===== src/rtl/gcd_lcm_stage.sv =====
// LCM stage: out_lcm = floor(a/gcd)*b using a restoring divider followed by a shift-add multiplier.
// Optional remainder flag err_rem is built only when LCM_REM_CHECK_EN is defined.
module gcd_lcm_stage #(
  parameter int WIDTH = 8
) (
  input  logic               clk,
  input  logic               rst_n,
  input  logic               in_valid,
  output logic               in_ready,
  input  logic [WIDTH-1:0]   in_a,
  input  logic [WIDTH-1:0]   in_b,
  input  logic [WIDTH-1:0]   in_gcd,
  output logic               out_valid,
  input  logic               out_ready,
  output logic [2*WIDTH-1:0] out_lcm,
  output logic               err_zero,
`ifdef LCM_REM_CHECK_EN
  output logic               err_rem,
`endif
  output logic               busy,
  output logic [1:0]         dbg_state
);

  // Handshakes: a transfer happens on a posedge where valid && ready are both high.
  // in_ready is high only in IDLE; the result is held in DONE until out_valid && out_ready.

  localparam int CW = (WIDTH > 1) ? $clog2(WIDTH) : 1;

  typedef enum logic [1:0] {
    S_IDLE = 2'd0,
    S_DIV  = 2'd1,
    S_MUL  = 2'd2,
    S_DONE = 2'd3
  } state_t;

  state_t               state_q;
  logic [CW-1:0]        cnt_q;
  logic [WIDTH-1:0]     quo_q;
  logic [WIDTH-1:0]     rem_q;
  logic [WIDTH-1:0]     div_q;
  logic [2*WIDTH-1:0]   mcand_q;
  logic [2*WIDTH-1:0]   acc_q;
  logic                 out_valid_q;
  logic [2*WIDTH-1:0]   out_lcm_q;
  logic                 err_zero_q;
`ifdef LCM_REM_CHECK_EN
  logic                 err_rem_q;
`endif

  logic [WIDTH:0]       trial_d;
  logic [WIDTH:0]       diff_d;
  logic                 qbit_d;
  logic [WIDTH-1:0]     rem_d;
  logic [2*WIDTH-1:0]   acc_d;

  // One restoring-division step: shift the next dividend bit into the partial remainder.
  always_comb begin
    trial_d = {rem_q, quo_q[WIDTH-1]};
    diff_d  = trial_d - {1'b0, div_q};
    qbit_d  = (trial_d >= {1'b0, div_q});
    rem_d   = qbit_d ? diff_d[WIDTH-1:0] : trial_d[WIDTH-1:0];
    acc_d   = quo_q[0] ? (acc_q + mcand_q) : acc_q;
  end

  always_ff @(posedge clk or negedge rst_n) begin
    if (!rst_n) begin
      state_q     <= S_IDLE;
      cnt_q       <= '0;
      quo_q       <= '0;
      rem_q       <= '0;
      div_q       <= '0;
      mcand_q     <= '0;
      acc_q       <= '0;
      out_valid_q <= 1'b0;
      out_lcm_q   <= '0;
      err_zero_q  <= 1'b0;
`ifdef LCM_REM_CHECK_EN
      err_rem_q   <= 1'b0;
`endif
    end else begin
      case (state_q)
        S_IDLE: begin
          if (in_valid) begin
            quo_q      <= in_a;
            rem_q      <= '0;
            div_q      <= in_gcd;
            mcand_q    <= {{WIDTH{1'b0}}, in_b};
            acc_q      <= '0;
            cnt_q      <= '0;
            err_zero_q <= (in_gcd == '0);
`ifdef LCM_REM_CHECK_EN
            err_rem_q  <= 1'b0;
`endif
            state_q    <= (in_gcd == '0) ? S_DONE : S_DIV;
          end
        end
        S_DIV: begin
          quo_q <= {quo_q[WIDTH-2:0], qbit_d};
          rem_q <= rem_d;
          cnt_q <= cnt_q + CW'(1);
          if (cnt_q == CW'(WIDTH - 1)) begin
            cnt_q   <= '0;
            state_q <= S_MUL;
          end
        end
        S_MUL: begin
          // Quotient is consumed LSB first while the multiplicand walks left.
          acc_q   <= acc_d;
          mcand_q <= mcand_q << 1;
          quo_q   <= quo_q >> 1;
          cnt_q   <= cnt_q + CW'(1);
          if (cnt_q == CW'(WIDTH - 1)) begin
            cnt_q   <= '0;
            state_q <= S_DONE;
          end
        end
        S_DONE: begin
          // First DONE cycle publishes the result; later cycles wait for the consumer.
          if (!out_valid_q) begin
            out_valid_q <= 1'b1;
            out_lcm_q   <= acc_q;
`ifdef LCM_REM_CHECK_EN
            err_rem_q   <= (rem_q != '0);
`endif
          end else if (out_ready) begin
            out_valid_q <= 1'b0;
            state_q     <= S_IDLE;
          end
        end
        default: state_q <= S_IDLE;
      endcase
    end
  end

  assign in_ready  = (state_q == S_IDLE);
  assign busy      = (state_q != S_IDLE);
  assign out_valid = out_valid_q;
  assign out_lcm   = out_lcm_q;
  assign err_zero  = err_zero_q;
`ifdef LCM_REM_CHECK_EN
  assign err_rem   = err_rem_q;
`endif
  assign dbg_state = state_q;

endmodule

===== config.mk =====
export PLATFORM = sky130hd
export DESIGN_NAME = gcd_lcm_stage
export DESIGN_NICKNAME = d
export VERILOG_FILES = /design/src/rtl/gcd_lcm_stage.sv
export SDC_FILE = /design/constraint.sdc
export NUM_CORES = 1
export LEC_CHECK = 0
export CAP_MARGIN = 20
export CORE_UTILIZATION = 57
export DETAILED_ROUTE_END_ITERATION = 6
export PLACE_DENSITY = 0.81
export SYNTH_ARGS = -nofsm -noshare
export SYNTH_HDL_FRONTEND = slang
export SYNTH_SLANG_ARGS = --single-unit

===== constraint.sdc =====
create_clock -name clk -period 2.47 [get_ports clk]
set_input_delay 0.494 -clock clk [delete_from_list [all_inputs] [get_ports clk]]
set_output_delay 0.494 -clock clk [all_outputs]
set_load 0.01 [all_outputs]

# After elaboration in Yosys (flattened, before gate mapping)
# Index checks and enable logic that the tools add are counted.
op_classes:
  n_mux: 22
  n_eq_ne: 10
  magnitude_cmp: 1
  reduce_logical: 16
  n_addsub: 3
  bitwise: 1
ops:
  columns: ["operator", "n"]
  rows:
  - ["$pmux 16 s2", 2]
  - ["$mux 16", 3]
  - ["$mux 8", 3]
  - ["$pmux 8 s3", 1]
  - ["$add 16x16->16", 1]
  - ["$pmux 8 s2", 1]
  - ["$mux 2", 6]
  - ["$ne 2x2->1 const B", 6]
  - ["$reduce_and 2->1", 6]
  - ["$ge 9x8->1", 1]
  - ["$logic_not 8->1", 1]
  - ["$pmux 2 s4", 1]
  - ["$reduce_bool 2->1", 4]
  - ["$sub 8x8->8", 1]
  - ["$mux 3", 2]
  - ["$pmux 3 s2", 1]
  - ["$reduce_and 5->1", 1]
  - ["$eq 2x2->1 const B", 2]
  - ["$add 3x1->3 const B", 1]
  - ["$eq 3x3->1 const B", 1]
  - ["$reduce_and 3->1", 1]
  - ["$reduce_bool 3->1", 1]
  - ["$eq 2x1->1 const B", 1]
  - ["$logic_not 2->1", 1]
  - ["other kinds (3)", 4]
totals:
  output_inout_bits: 22
  register_bits: 79
  wordCells: 63
  inputBits: 28

# Longest topological paths before layout
logic_depth:
  depth_word: 4
  depth_mapped: 11
  ltp_nobuf: 9

# Worst setup path after synthesis
# No wires, ideal clock.
synth_timing:
  kind: "reg-to-reg"
  from: "register mcand_q[0]"
  to: "register acc_q[14]"
  setup_ns: 0.125
  slack_ns: 0.266
  t_required_ns: 2.345
  synth_period_minus_slack_ns: 2.204
  stages_incl_launch_ff: 9
  arrival_time_ns: 2.079
  path_cell_list: "dfrtp_1 > ha_1 > fa_1 > a211oi_2 > o211a_1 > o31ai_2 > a311oi_2 > xor2_1 > o21ai_1"
synth_between:
  elab_chain_cells: 3
synth_lines:
  columns: ["element", "line_no", "source"]
  rows:
  - ["start, declared", "41", "logic [2*WIDTH-1:0] mcand_q;"]
  - ["start signal, assigned", "87", "mcand_q <= {{WIDTH{1'b0}}, in_b};"]
  - ["start signal, assigned", "109", "mcand_q <= mcand_q << 1;"]
  - ["$add 16x16->16", "62", "acc_d = quo_q[0] ? (acc_q + mcand_q) : acc_q;"]
  - ["$mux 16", "62", null]
  - ["$pmux 16 s2", "81", "case (state_q)"]
  - ["end signal, assigned", "73", "acc_q <= '0;"]
  - ["end signal, assigned", "88", "acc_q <= '0;"]
  - ["end signal, assigned", "108", "acc_q <= acc_d;"]
  - ["end, declared", "42", "logic [2*WIDTH-1:0] acc_q;"]
# No other way between the ends. The select of a mux whose other input is x is not followed.
# A chain may end at the register's enable or synchronous reset.

# Worst setup path in the final report
# Ends and elaborated chain as after synthesis.

==> impl_metrics.tcl <==
set metrics [dict create \
    status "complete, no violations" \
    final_nets 567 \
    grt_pass1_vias 3504 \
    powerDensity_nw_per_um2 1260 \
    portBuffers 49 \
    max-vdd-ir-drop_uv 706 \
    p_total_w 0.00678 \
    htreeDepth 3 \
    holdWs_ns 0.0490 \
    root_buffer "clkbuf_8" \
    clockBufferDepth 2 \
    worstMarginPinSlew_ns 0.592 \
    numClockSinks 79 \
    syn2layout_area_growth_pct 18.5 \
    die_area_um2 8330 \
    drive_gt1_share_pct 13.7 \
    ys_ff_latch 79 \
    num_io_pins 50 \
    crit_path_start_kind "flop" \
    grt_use_total_pct 25.5 \
    grt_pass1_wl_um 16700 \
    r2r_slack_ns 0.13 \
    fmax_mhz 427 \
    fin_skew_ns 0.0111 \
    rr_startpoint "mcand_q[0]" \
    syn_avg_cell_area_um2 10.0 \
    finalCritPeriodShare_pct 94.7 \
    required_ns 2.71 \
    synth_edf_count 0 \
    std_cell_rows 32 \
    synthesis.nets 512 \
    dr.pass1.iters 5 \
    synth_ff_type "dfrtp_1" \
    synth-async-reset-ratio_pct 100 \
    rr_endpoint "acc_q[14]" \
    hold_buffers 0 \
    worstRegToRegCells 8 \
    initial_core_util_pct 58.8 \
    fin_cells 614 \
    gr-total-overflow 0 \
    cp_max_fo 4 \
    cts_tree "built" \
    ys_top_cells_by_area "dfrtp_1, ha_1, mux2_2" \
    vias_per_cell 5.90 \
    drt-total-wl_um 9800 \
    dieHeight_um 91.3 \
    yosys.area.top_type "dfrtp_1" \
    hp-class "input pin to async pin" \
    maxCapViolCount 0 \
    clk_pin_slew_ns 0.08 \
    drv_slew 0 \
    netlist_area_um2 4540 \
    wl_per_cell_um 16.0 \
    grt_setup_unrepaired "true" \
    vias 3621 \
    drt-initial-drc-count 163 \
    synth_top_area_share_pct 43.5 \
    stdcell_area_um2 5380 \
    yosysSeqAreaShare_pct 43.5 \
    postPlaceCellArea_um2 5180 \
    synth_cell_types 64 \
    p_leak_nw 2.48 \
    diodes 0 \
    slew-limit-headroom_pct 60.4 \
    yosys_warnings 0 \
    endpoint_kind "flop" \
    setup_tns_ns 0 \
    place_hpwl_um 7040 \
    fin_crit_ns 2.34 \
    hold_violations 0 \
    die_x_um 91.3 \
    dpl.cell_count 597 \
    path_class "flop to flop" \
    drc_errors 0 \
    numCtsBuffers 9 \
    core-area_um2 7730 \
    arrival_ns 2.58 \
    routabilityCongestion 0.957 \
    finalSetupViolCount 0 \
    antenna_found_initial 0 \
    grt_max_degree 52 \
    syn_inst 452 \
    ant_nets 0 \
    clock_latency_ns 0.36 \
]
worst max-delay path by stage:
stage | slack (ns) | start | end | cells after the start
2_1_floorplan | 0.27 | mcand_q[0] | acc_q[14] | 8
3_3_place_gp | 0.16 | mcand_q[0] | acc_q[14] | 8
3_5_place_dp | 0.11 | mcand_q[0] | acc_q[14] | 8
4_1_cts | 0.03 | dbg_state[0] | busy | 4
5_1_grt | -0.02 | mcand_q[0] | acc_q[14] | 8
6_report | 0.13 | mcand_q[0] | acc_q[14] | 8
through the flow:
stage	util, %	setup slack [ns]
floorplan	-	0.266
global placement	67.0	0.160
detailed placement	67.0	0.107
CTS	69.5	0.0340
global route	69.7	-0.0199
finish	69.7	0.130
registers in the layout (all words and copies together), names as in the netlist:
| register | count |
|---|---|
| quo_q | 8 |
| out_valid | 1 |
| rem_q | 8 |
| out_lcm | 16 |
| div_q | 8 |
| acc_q | 16 |
| mcand_q | 16 |
| dbg_state | 2 |
| cnt_q | 3 |
| err_zero | 1 |
cells in the final DEF (no fill, tap or decap), types with 3 or more instances in the layout:
cell type,count
clkbuf_8,9
nor4b_1,3
buf_4,13
a21oi_1,17
nand3_1,9
a22oi_1,6
nor3_1,4
and3_1,3
nor2b_1,3
nand2b_1,3
a211oi_1,4
clkdlybuf4s50_1,48
inv_1,17
or3_1,4
o21ai_0,47
nor2_1,15
a21o_1,4
nand2_1,66
o31ai_1,3
mux2i_1,12
a21oi_2,4
o21a_1,5
ha_1,29
dfrtp_1,77
o211ai_1,3
a22o_1,10
nand4_1,3
mux2_2,27
xor2_1,10
Yosys cell counts, drive strengths merged, types with 3 or more instances:
cell and instances:
a22oi 6, o21a 6, and3 3, ha 30
nand4 3, nor3 4, xor2 10, o21ai 51
dfrtp 79, nor4b 3, nand3 9, clkbuf 12
inv 17, o211ai 3, a21o 4, or3 5
nand2b 3, o31ai 4, buf 6, a21oi 21
mux2 27, nor2b 3, nand2 67, a211oi 5
mux2i 12, nor2 15, a22o 10, and2 3
cell families after synthesis:
family	after synthesis	synth area share, %
XOR/XNOR	12	2.31
flip-flops	79	43.5
buffers and inverters	35	3.14
adder cells (fa/ha/maj)	32	9.15
multiplexers	39	9.34
AO/OA/AOI/OAI	131	19.7
AND/OR/NAND/NOR	124	12.8
layout make-up:
class	instances	area [µm²]
multi-input cells	338	2420
fillers	569	2340
flip-flops and latches	79	1980
repair buffers	62	598
clock buffers	11	131
well taps	102	128
inverters	17	63.8
clock inverters	5	58.8
worst max-delay path, stage by stage, from the launching register on:
cell	delay, ns
dfrtp_1	0.42
ha_1	0.25
fa_1	0.44
a211oi_2	0.24
o211a_1	0.23
o31ai_2	0.10
a311oi_2	0.30
xor2_1	0.18
o21ai_1	0.07
where the power goes:
part | switching (W) | total, W | internal, W
clock | 0.000475 | 0.000943 | 0.000468
combinational | 0.00206 | 0.00370 | 0.00164
sequential | 0.000371 | 0.00214 | 0.00176
total | 0.00290 | 0.00678 | 0.00387
layer usage:
metal | GRT usage [%] | share of wire (%)
met5 | 0 | 0
met4 | 7.14 | 1.5
met1 | 34.5 | 47
met2 | 40.8 | 47
met3 | 6.37 | 4.7
what timing repair did:
action / 4_1_cts / 5_1_grt
pin swaps: 0 / 1
gates resized for setup: 2 / 1
setup endpoints to repair: 1 / 2
setup buffers: 0 / 1
Power figures use the tool's default switching activity.
